==> src/rtl/fir_mc_filter.sv <==
// Multi-channel time-multiplexed direct-form FIR: one MAC per clock over a shared, runtime-loadable
// coefficient set, with an arithmetic-shift scaler and saturation to the sample width.
module fir_mc_filter #(
  parameter int DATA_W   = 16,
  parameter int COEF_W   = 16,
  parameter int ORDER    = 8,
  parameter int CHANNELS = 2,
  parameter int SHIFT    = 15,
  parameter int CH_W     = (CHANNELS > 1) ? $clog2(CHANNELS) : 1,
  parameter int AD_W     = $clog2(ORDER + 1),
  parameter int ACC_W    = DATA_W + COEF_W + $clog2(ORDER + 1)
) (
  input  logic              clk,
  input  logic              reset,
  input  logic              in_valid,
  output logic              in_ready,
  input  logic [DATA_W-1:0] in_data,
  input  logic [CH_W-1:0]   in_chan,
  output logic              out_valid,
  input  logic              out_ready,
  output logic [DATA_W-1:0] out_data,
  output logic [CH_W-1:0]   out_chan,
  input  logic              coef_we,
  input  logic [AD_W-1:0]   coef_addr,
  input  logic [COEF_W-1:0] coef_data,
  output logic              coef_err
);
  localparam int PROD_W = DATA_W + COEF_W;
  localparam int K_W    = $clog2(ORDER + 2);
  localparam int NCOEF  = 2 ** AD_W;
  localparam int NHIST  = 2 ** AD_W;
  localparam int NCHAN  = 2 ** CH_W;
  localparam logic [K_W-1:0]  K_DONE   = K_W'(ORDER + 1);
  localparam logic [CH_W:0]   CH_LIMIT = (CH_W + 1)'(CHANNELS);
  localparam logic [AD_W:0]   AD_LIMIT = (AD_W + 1)'(ORDER);
  localparam logic signed [ACC_W-1:0] SAT_MAX = {{(ACC_W - DATA_W + 1){1'b0}}, {(DATA_W - 1){1'b1}}};
  localparam logic signed [ACC_W-1:0] SAT_MIN = {{(ACC_W - DATA_W + 1){1'b1}}, {(DATA_W - 1){1'b0}}};

  typedef enum logic [1:0] {IDLE, MAC, OUT} state_e;

  state_e                   state_q, state_d;
  logic signed [COEF_W-1:0] coef_q [NCOEF];
  logic signed [DATA_W-1:0] hist_q [NCHAN][NHIST];
  logic signed [ACC_W-1:0]  acc_q, acc_d, accBase, shifted;
  logic signed [DATA_W-1:0] x_q, satData;
  logic [CH_W-1:0]          ch_q, outChan_q;
  logic [DATA_W-1:0]        outData_q;
  logic [K_W-1:0]           k_q;
  logic                     coefErr_q;
  logic [AD_W-1:0]          kIdx, histIdx;
  logic signed [COEF_W-1:0] mulCoef;
  logic signed [DATA_W-1:0] mulData;
  logic signed [PROD_W-1:0] prod;
  logic                     chanOk, addrOk, accept, macDone;

  assign chanOk   = {1'b0, in_chan} < CH_LIMIT;
  assign addrOk   = {1'b0, coef_addr} <= AD_LIMIT;
  assign accept   = in_valid && (state_q == IDLE) && chanOk;
  assign macDone  = (k_q == K_DONE);
  assign kIdx     = k_q[AD_W-1:0];
  assign histIdx  = kIdx - 1'b1;
  assign out_data = outData_q;
  assign out_chan = outChan_q;
  assign coef_err = coefErr_q;

  always_ff @(posedge clk or posedge reset) begin
    if (reset) state_q <= IDLE;
    else       state_q <= state_d;
  end

  always_comb begin
    state_d = state_q;
    case (state_q)
      IDLE:    if (accept) state_d = MAC;
      MAC:     if (macDone) state_d = OUT;
      OUT:     if (out_ready) state_d = IDLE;
      default: state_d = IDLE;
    endcase
  end

  always_comb begin
    in_ready  = (state_q == IDLE) && !reset;
    out_valid = (state_q == OUT);
  end

  // The last MAC cycle only scales and saturates, keeping the adder off the saturation path.
  always_comb begin
    mulCoef = coef_q[0];
    mulData = in_data;
    accBase = '0;
    if (state_q == MAC) begin
      mulCoef = coef_q[kIdx];
      mulData = hist_q[ch_q][histIdx];
      accBase = acc_q;
    end
    prod    = PROD_W'(mulCoef) * PROD_W'(mulData);
    acc_d   = accBase + ACC_W'(prod);
    shifted = acc_q >>> SHIFT;
    if (shifted > SAT_MAX)      satData = {1'b0, {(DATA_W - 1){1'b1}}};
    else if (shifted < SAT_MIN) satData = {1'b1, {(DATA_W - 1){1'b0}}};
    else                        satData = shifted[DATA_W-1:0];
  end

  always_ff @(posedge clk or posedge reset) begin
    if (reset) begin
      acc_q     <= '0;
      x_q       <= '0;
      ch_q      <= '0;
      k_q       <= '0;
      outData_q <= '0;
      outChan_q <= '0;
      coefErr_q <= 1'b0;
      for (int i = 0; i < NCOEF; i++) coef_q[i] <= '0;
      for (int c = 0; c < NCHAN; c++)
        for (int j = 0; j < NHIST; j++) hist_q[c][j] <= '0;
    end else begin
      coefErr_q <= 1'b0;
      if (coef_we) begin
        if ((state_q == IDLE) && addrOk) coef_q[coef_addr] <= coef_data;
        else                             coefErr_q <= 1'b1;
      end
      case (state_q)
        IDLE: begin
          if (accept) begin
            x_q   <= in_data;
            ch_q  <= in_chan;
            acc_q <= acc_d;
            k_q   <= K_W'(1);
          end
        end
        MAC: begin
          if (macDone) begin
            outData_q       <= satData;
            outChan_q       <= ch_q;
            hist_q[ch_q][0] <= x_q;
            for (int j = ORDER - 1; j > 0; j--) hist_q[ch_q][j] <= hist_q[ch_q][j-1];
          end else begin
            acc_q <= acc_d;
            k_q   <= k_q + 1'b1;
          end
        end
        default: ;
      endcase
    end
  end
endmodule

==> config.mk <==
export PLATFORM = sky130hd
export DESIGN_NAME = fir_mc_filter
export DESIGN_NICKNAME = d
export VERILOG_FILES = /design/src/rtl/fir_mc_filter.sv
export SDC_FILE = /design/constraint.sdc
export NUM_CORES = 2
export LEC_CHECK = 0
export ABC_CLOCK_PERIOD_IN_PS = 33400
export CAP_MARGIN = 20
export CORE_ASPECT_RATIO = 1.2
export CORE_MARGIN = 10
export CORE_UTILIZATION = 60
export CTS_BUF_LIST = sky130_fd_sc_hd__clkbuf_8
export CTS_CLUSTER_DIAMETER = 50
export CTS_CLUSTER_SIZE = 14
export DETAILED_ROUTE_END_ITERATION = 7
export DONT_BUFFER_PORTS = 1
export GPL_TIMING_DRIVEN = 0
export PLACE_DENSITY = 0.74
export SYNTH_ARGS = -nofsm -noshare
export SYNTH_HDL_FRONTEND = slang
export SYNTH_SLANG_ARGS = --single-unit
==> constraint.sdc <==
create_clock -name clk -period 33.4 [get_ports clk]
set_input_delay 5.01 -clock clk [delete_from_list [all_inputs] [get_ports clk]]
set_output_delay 5.01 -clock clk [all_outputs]
set_load 0.005 [all_outputs]
# After elaboration in Yosys (flattened, before gate mapping)
# Index checks and enable logic that the tools add are counted.
# W data, S select, Z words.
[totals] regBits=845 inputBits=42 elab_cells=146
[op_classes] n_addsub=3 multipliers=1 order_cmp=9 eq_ne=7 mux=53 n_bitwise=4 n_reduce_logical=13
[op_table] operator="$bwmux W512" count=8
[op_table] operator="$demux W256 S1" count=8
[op_table] operator="$mux W256" count=4
[op_table] operator="$bwmux W256" count=1
[op_table] operator="$mux W240" count=1
[op_table] operator="$mux W224" count=1
[op_table] operator="$mux W208" count=1
[op_table] operator="$mux W192" count=1
[op_table] operator="$mux W176" count=1
[op_table] operator="$mux W160" count=1
[op_table] operator="$mux W144" count=1
[op_table] operator="$mux W16" count=9
[op_table] operator="$bmux W16 S4" count=2
[op_table] operator="$mux W36" count=3
[op_table] operator="$pmux W36 S2" count=1
[op_table] operator="$demux W16 S4" count=1
[op_table] operator="$add A36 B32 Y36" count=1
[op_table] operator="$mul A16 B16 Y32" count=1
[op_table] operator="$gt A21 B16 Y1 const B" count=1
[op_table] operator="$lt A21 B16 Y1 const B" count=1
[op_table] operator="$ge A5 B5 Y1 const B" count=3
[op_table] operator="$not A4 Y5" count=3
[op_table] operator="$mux W4" count=2
[op_table] operator="$pmux W4 S2" count=1
[op_table] operator="21 further kinds" count=33

# Longest topological paths before layout
[depth] word_depth=13 ltp_mapped=38 ltp_nobuf=30

# Worst setup path after synthesis
# OpenSTA, ideal clock, no wires.
[synth_path] path_kind="input-to-reg" start="input in_data[4]" end="register acc_q[30]" arrival_ps=10638 required_time_ps=33266 path_slack_ps=22628 stages=22 n_path_buf=1 cell_sequence="a32oi_1 -> buf_2 -> nor2_1 -> fa_1 -> inv_1 -> fa_1 -> fa_1 -> inv_1 -> fa_1 -> fa_1 -> inv_1 -> fa_1 -> inv_1 -> ha_1 -> a21o_1 -> a311o_1 -> a21o_1 -> o21a_1 -> a311o_1 -> a21oi_1 -> xor2_1 -> o21ai_0"
[synth_between] elab_chain_len=5 elab_cells_between_ends=6 cone_classes="1 x add/sub; 1 x mul; 4 x mux"
[synth_lines] element="from (decl)" line_no="17" text="input logic [DATA_W-1:0] in_data,"
[synth_lines] element="$mux W16 (*)" line_no="91" text="if (state_q == MAC) begin"
[synth_lines] element="$mul A16 B16 Y32 (*)" line_no="96" text="prod = PROD_W'(mulCoef) * PROD_W'(mulData);"
[synth_lines] element="$add A36 B32 Y36 (*)" line_no="97" text="acc_d = accBase + ACC_W'(prod);"
[synth_lines] element="$mux W36 (on tied branches)" line_no="132, 124"
[synth_lines] element="$pmux W36 S2 (*)" line_no="122" text="case (state_q)"
[synth_lines] element="to (signal assigned)" line_no="106" text="acc_q <= '0;"
[synth_lines] element="to (signal assigned)" line_no="127" text="acc_q <= acc_d;"
[synth_lines] element="to (signal assigned)" line_no="138" text="acc_q <= acc_d;"
[synth_lines] element="to (decl)" line_no="44" text="logic signed [ACC_W-1:0] acc_q, acc_d, accBase, shifted;"
# Mark *: on every way between the ends. The rest lies on a longest branch, timed or not. The select of a mux whose other input is x is not followed.
# A chain may end at the register's enable or synchronous reset.

# Worst setup path in the final report
[layout_path] start="input in_data[4]" end="register acc_q[35]"
# Same word-level chain as after synthesis.

==> flow_summary.yaml <==
global_routing:
  grt_usage_pct: 26.7
  grt_max_degree: 144
  grt_pass1_vias: 24900
  antenna_found_initial: 3
  grt_pass1_wl_mm: 146
  grt_remaining_overflow: 0
routing:
  post_drt_wl_per_cell_um: 24.3
  via_count: 22900
  firstDrtPassIters: 5
  drtIter0Drc: 1746
  ant_nets: 0
  via_per_inst: 5.96
  routed_wl_mm: 93.5
  drc: 0
sta:
  fin_crit_sh_pct: 34.7
  final.setup.tns_ps: 0
  relSlewSlack_pct: 4.53
  setup_ws_ps: 21800
  finalHoldViolations: 0
  maxSlewViolCount: 0
  max_freq_mhz: 86.2
  skew_ps: 33.8
  finalSetupViolCount: 0
  rsz0062_at_grt: "no"
  min_period_ps: 11600
  worst_pin_slew_ps: 1430
clock_network:
  clk_latency_ps: 710
  root_buffer: "clkbuf_8"
  htreeDepth: 2
  cts_tree: "yes"
  cts_buffers: 54
  post_cts_buffers: 0
  ctsHoldBuffers: 0
  clock_sinks: 589
  cts_buffer_depth: 3
  post_cts_resized: 0
  clk_pin_slew_ps: 90
worst_setup_path:
  cp-end-kind: "register"
  critPathTopFamily: "adder cells"
  cp.buffers_inverters: 5
  cp_cell_sequence: "a32oi_1 > buf_2 > nor2_1 > fa_1 > inv_1 > fa_1 > fa_1 > inv_1 > fa_1 > fa_1 > inv_1 > fa_1 > inv_1 > ha_1 > a21oi_1 > o21ai_0 > a31oi_1 > a21oi_1 > o21ai_1 > a21oi_1 > o21a_1 > o31a_1"
  critPathMaxFanout: 10
  crit_type: "in2reg"
  slowest_delay_ps: 990
  crit_required_ps: 33970
  start_kind: "input port"
  slowest_stage: "a32oi_1"
  crit_top_cell: "fa_1"
  critPathArrivalTime_ps: 12170
logic_synthesis:
  synth.most_common_cell: "dfrtp_1"
  synthTopCellsByCount: "dfrtp_1 (589), mux2_2 (418), inv_1 (378), fa_1 (315), nand2_1 (199)"
  synth_nets: 3429
  synth_top_area_share_pct: 39.8
  synth_flop_cell: "dfrtp_1"
  synth_edf_count: 0
  yosysSeqAreaShare_pct: 39.8
  yosys_warnings: 0
  yosysTopAreaCell: "dfrtp_1"
  synthArstFlopShare_pct: 100
  synth.distinct_cells: 72
  ys_ff_latch: 589
  syn_area_per_cell_um2: 12.5
  ys_top_cells_by_area: "dfrtp_1 (40%), fa_1 (17%), mux2_2 (13%), mux4_2 (9.1%), inv_1 (3.8%)"
  synth_area_mm2: 0.0371
  synthCells: 2963
final_layout:
  nets: 3491
  drive_above_1_share_pct: 25.3
  instances_no_fill: 3852
  syn2layout_area_growth_pct: 5.79
outcome:
  status: "finished, final reports clean"
hold_path:
  hold_class: "reg2reg"
place:
  hpwl_mm: 70.1
  gp_congestion: 0.948
  place_ws_ps: 21240
  post-place-cells: 3777
  io_buffers: 0
floorplanning:
  dieHeight_um: 292
  ios: 62
  fp.dieW_um: 247
  fp-row-count: 99
  initial_core_util_pct: 60.8
  core_area_mm2: 0.0609
  die-area_mm2: 0.0721
flow_run:
  maxCapViolCount: 0
==> final timing paths <==
kind	start	end	slack (ps)	depth (start not counted)
min in group asynchronous	reset	hist_q[143]$_DFFE_PP0P_	4180	1
max reg2reg	kIdx[0]$_DFFE_PP0P_	acc_q[35]$_DFFE_PP0P_	21820	34
min reg2reg	coef_q[100]$_DFFE_PP0P_	coef_q[100]$_DFFE_PP0P_	460	1
max in group asynchronous	reset	coef_q[4]$_DFFE_PP0P_	26890	4
min	coef_q[100]$_DFFE_PP0P_	coef_q[100]$_DFFE_PP0P_	460	1
max	in_data[4]	acc_q[35]$_DFFE_PP0P_	21800	22
==> metal layers <==
layer	vias up	global-route usage (%)	share of wire, %
met5	-	0	0
met2	766	44.9	50
met4	0	12.0	5.2
met1	12100	33.6	39
met3	246	4.48	6.3
li1	9822	-	-
==> final cells by class <==
class / count / area (µm²)
Multi-Input combinational cell: 1741 / 19700
Antenna cell: 3 / 7.51
Clock buffer: 56 / 771
Buffer: 245 / 1110
Sequential cell: 589 / 14700
Fill cell: 4645 / 21700
Inverter: 388 / 1460
Clock inverter: 16 / 208
Timing Repair Buffer: 6 / 140
Tap cell: 808 / 1010
==> cell usage in the layout (no fill, tap or decap), types with 6 or more instances in the layout <==
cell type	Yosys	routed
a21oi_1	69	69
fa_1	315	315
xor2_1	15	15
inv_1	378	378
clkbuf_1	149	149
inv_2	9	9
mux4_2	150	150
buf_6	6	6
mux2_2	418	418
xnor2_1	20	20
clkbuf_8	0	56
nand2b_1	17	17
and2_1	47	47
a21o_1	10	10
nor3_1	9	9
nand3_1	20	20
o21a_1	7	7
o21ai_0	43	43
buf_4	16	16
ha_1	109	109
dfrtp_1	589	589
buf_2	69	69
nand2_1	199	199
nor2_1	185	184
mux2i_1	15	15
==> sequential cells by signal, indices dropped and copies added, names as in the netlist <==
register  count
ch_q          1
hist_q      256
state_q       2
kIdx          4
out_chan      1
coef_q      256
x_q          16
coef_err      1
acc_q        36
out_data     16
==> per-stage QoR <==
stage               instance area (µm²)  util (%)  hold WS (ps)
global placement                  38100      62.5           434
detailed placement                38200      62.7           442
floorplan                         37100         -           424
finish                            39200      64.3           456
CTS                               39200      64.3           462
global route                      39200      64.3           475
==> kinds of logic (layout without fill, tap and decap cells) <==
family,after synthesis,count (layout),synth area share [%]
buf+inv,633,711,6.93
flops,589,589,39.8
mux,588,588,22.5
simple gates,510,510,6.00
fa+ha+maj,424,424,20.7
compound gates,183,183,3.21
xor+xnor,36,36,0.871
other cells,0,3,0
Power is not shown: default switching activity piles up to over one toggle a cycle in this logic, so the estimate is an artifact.
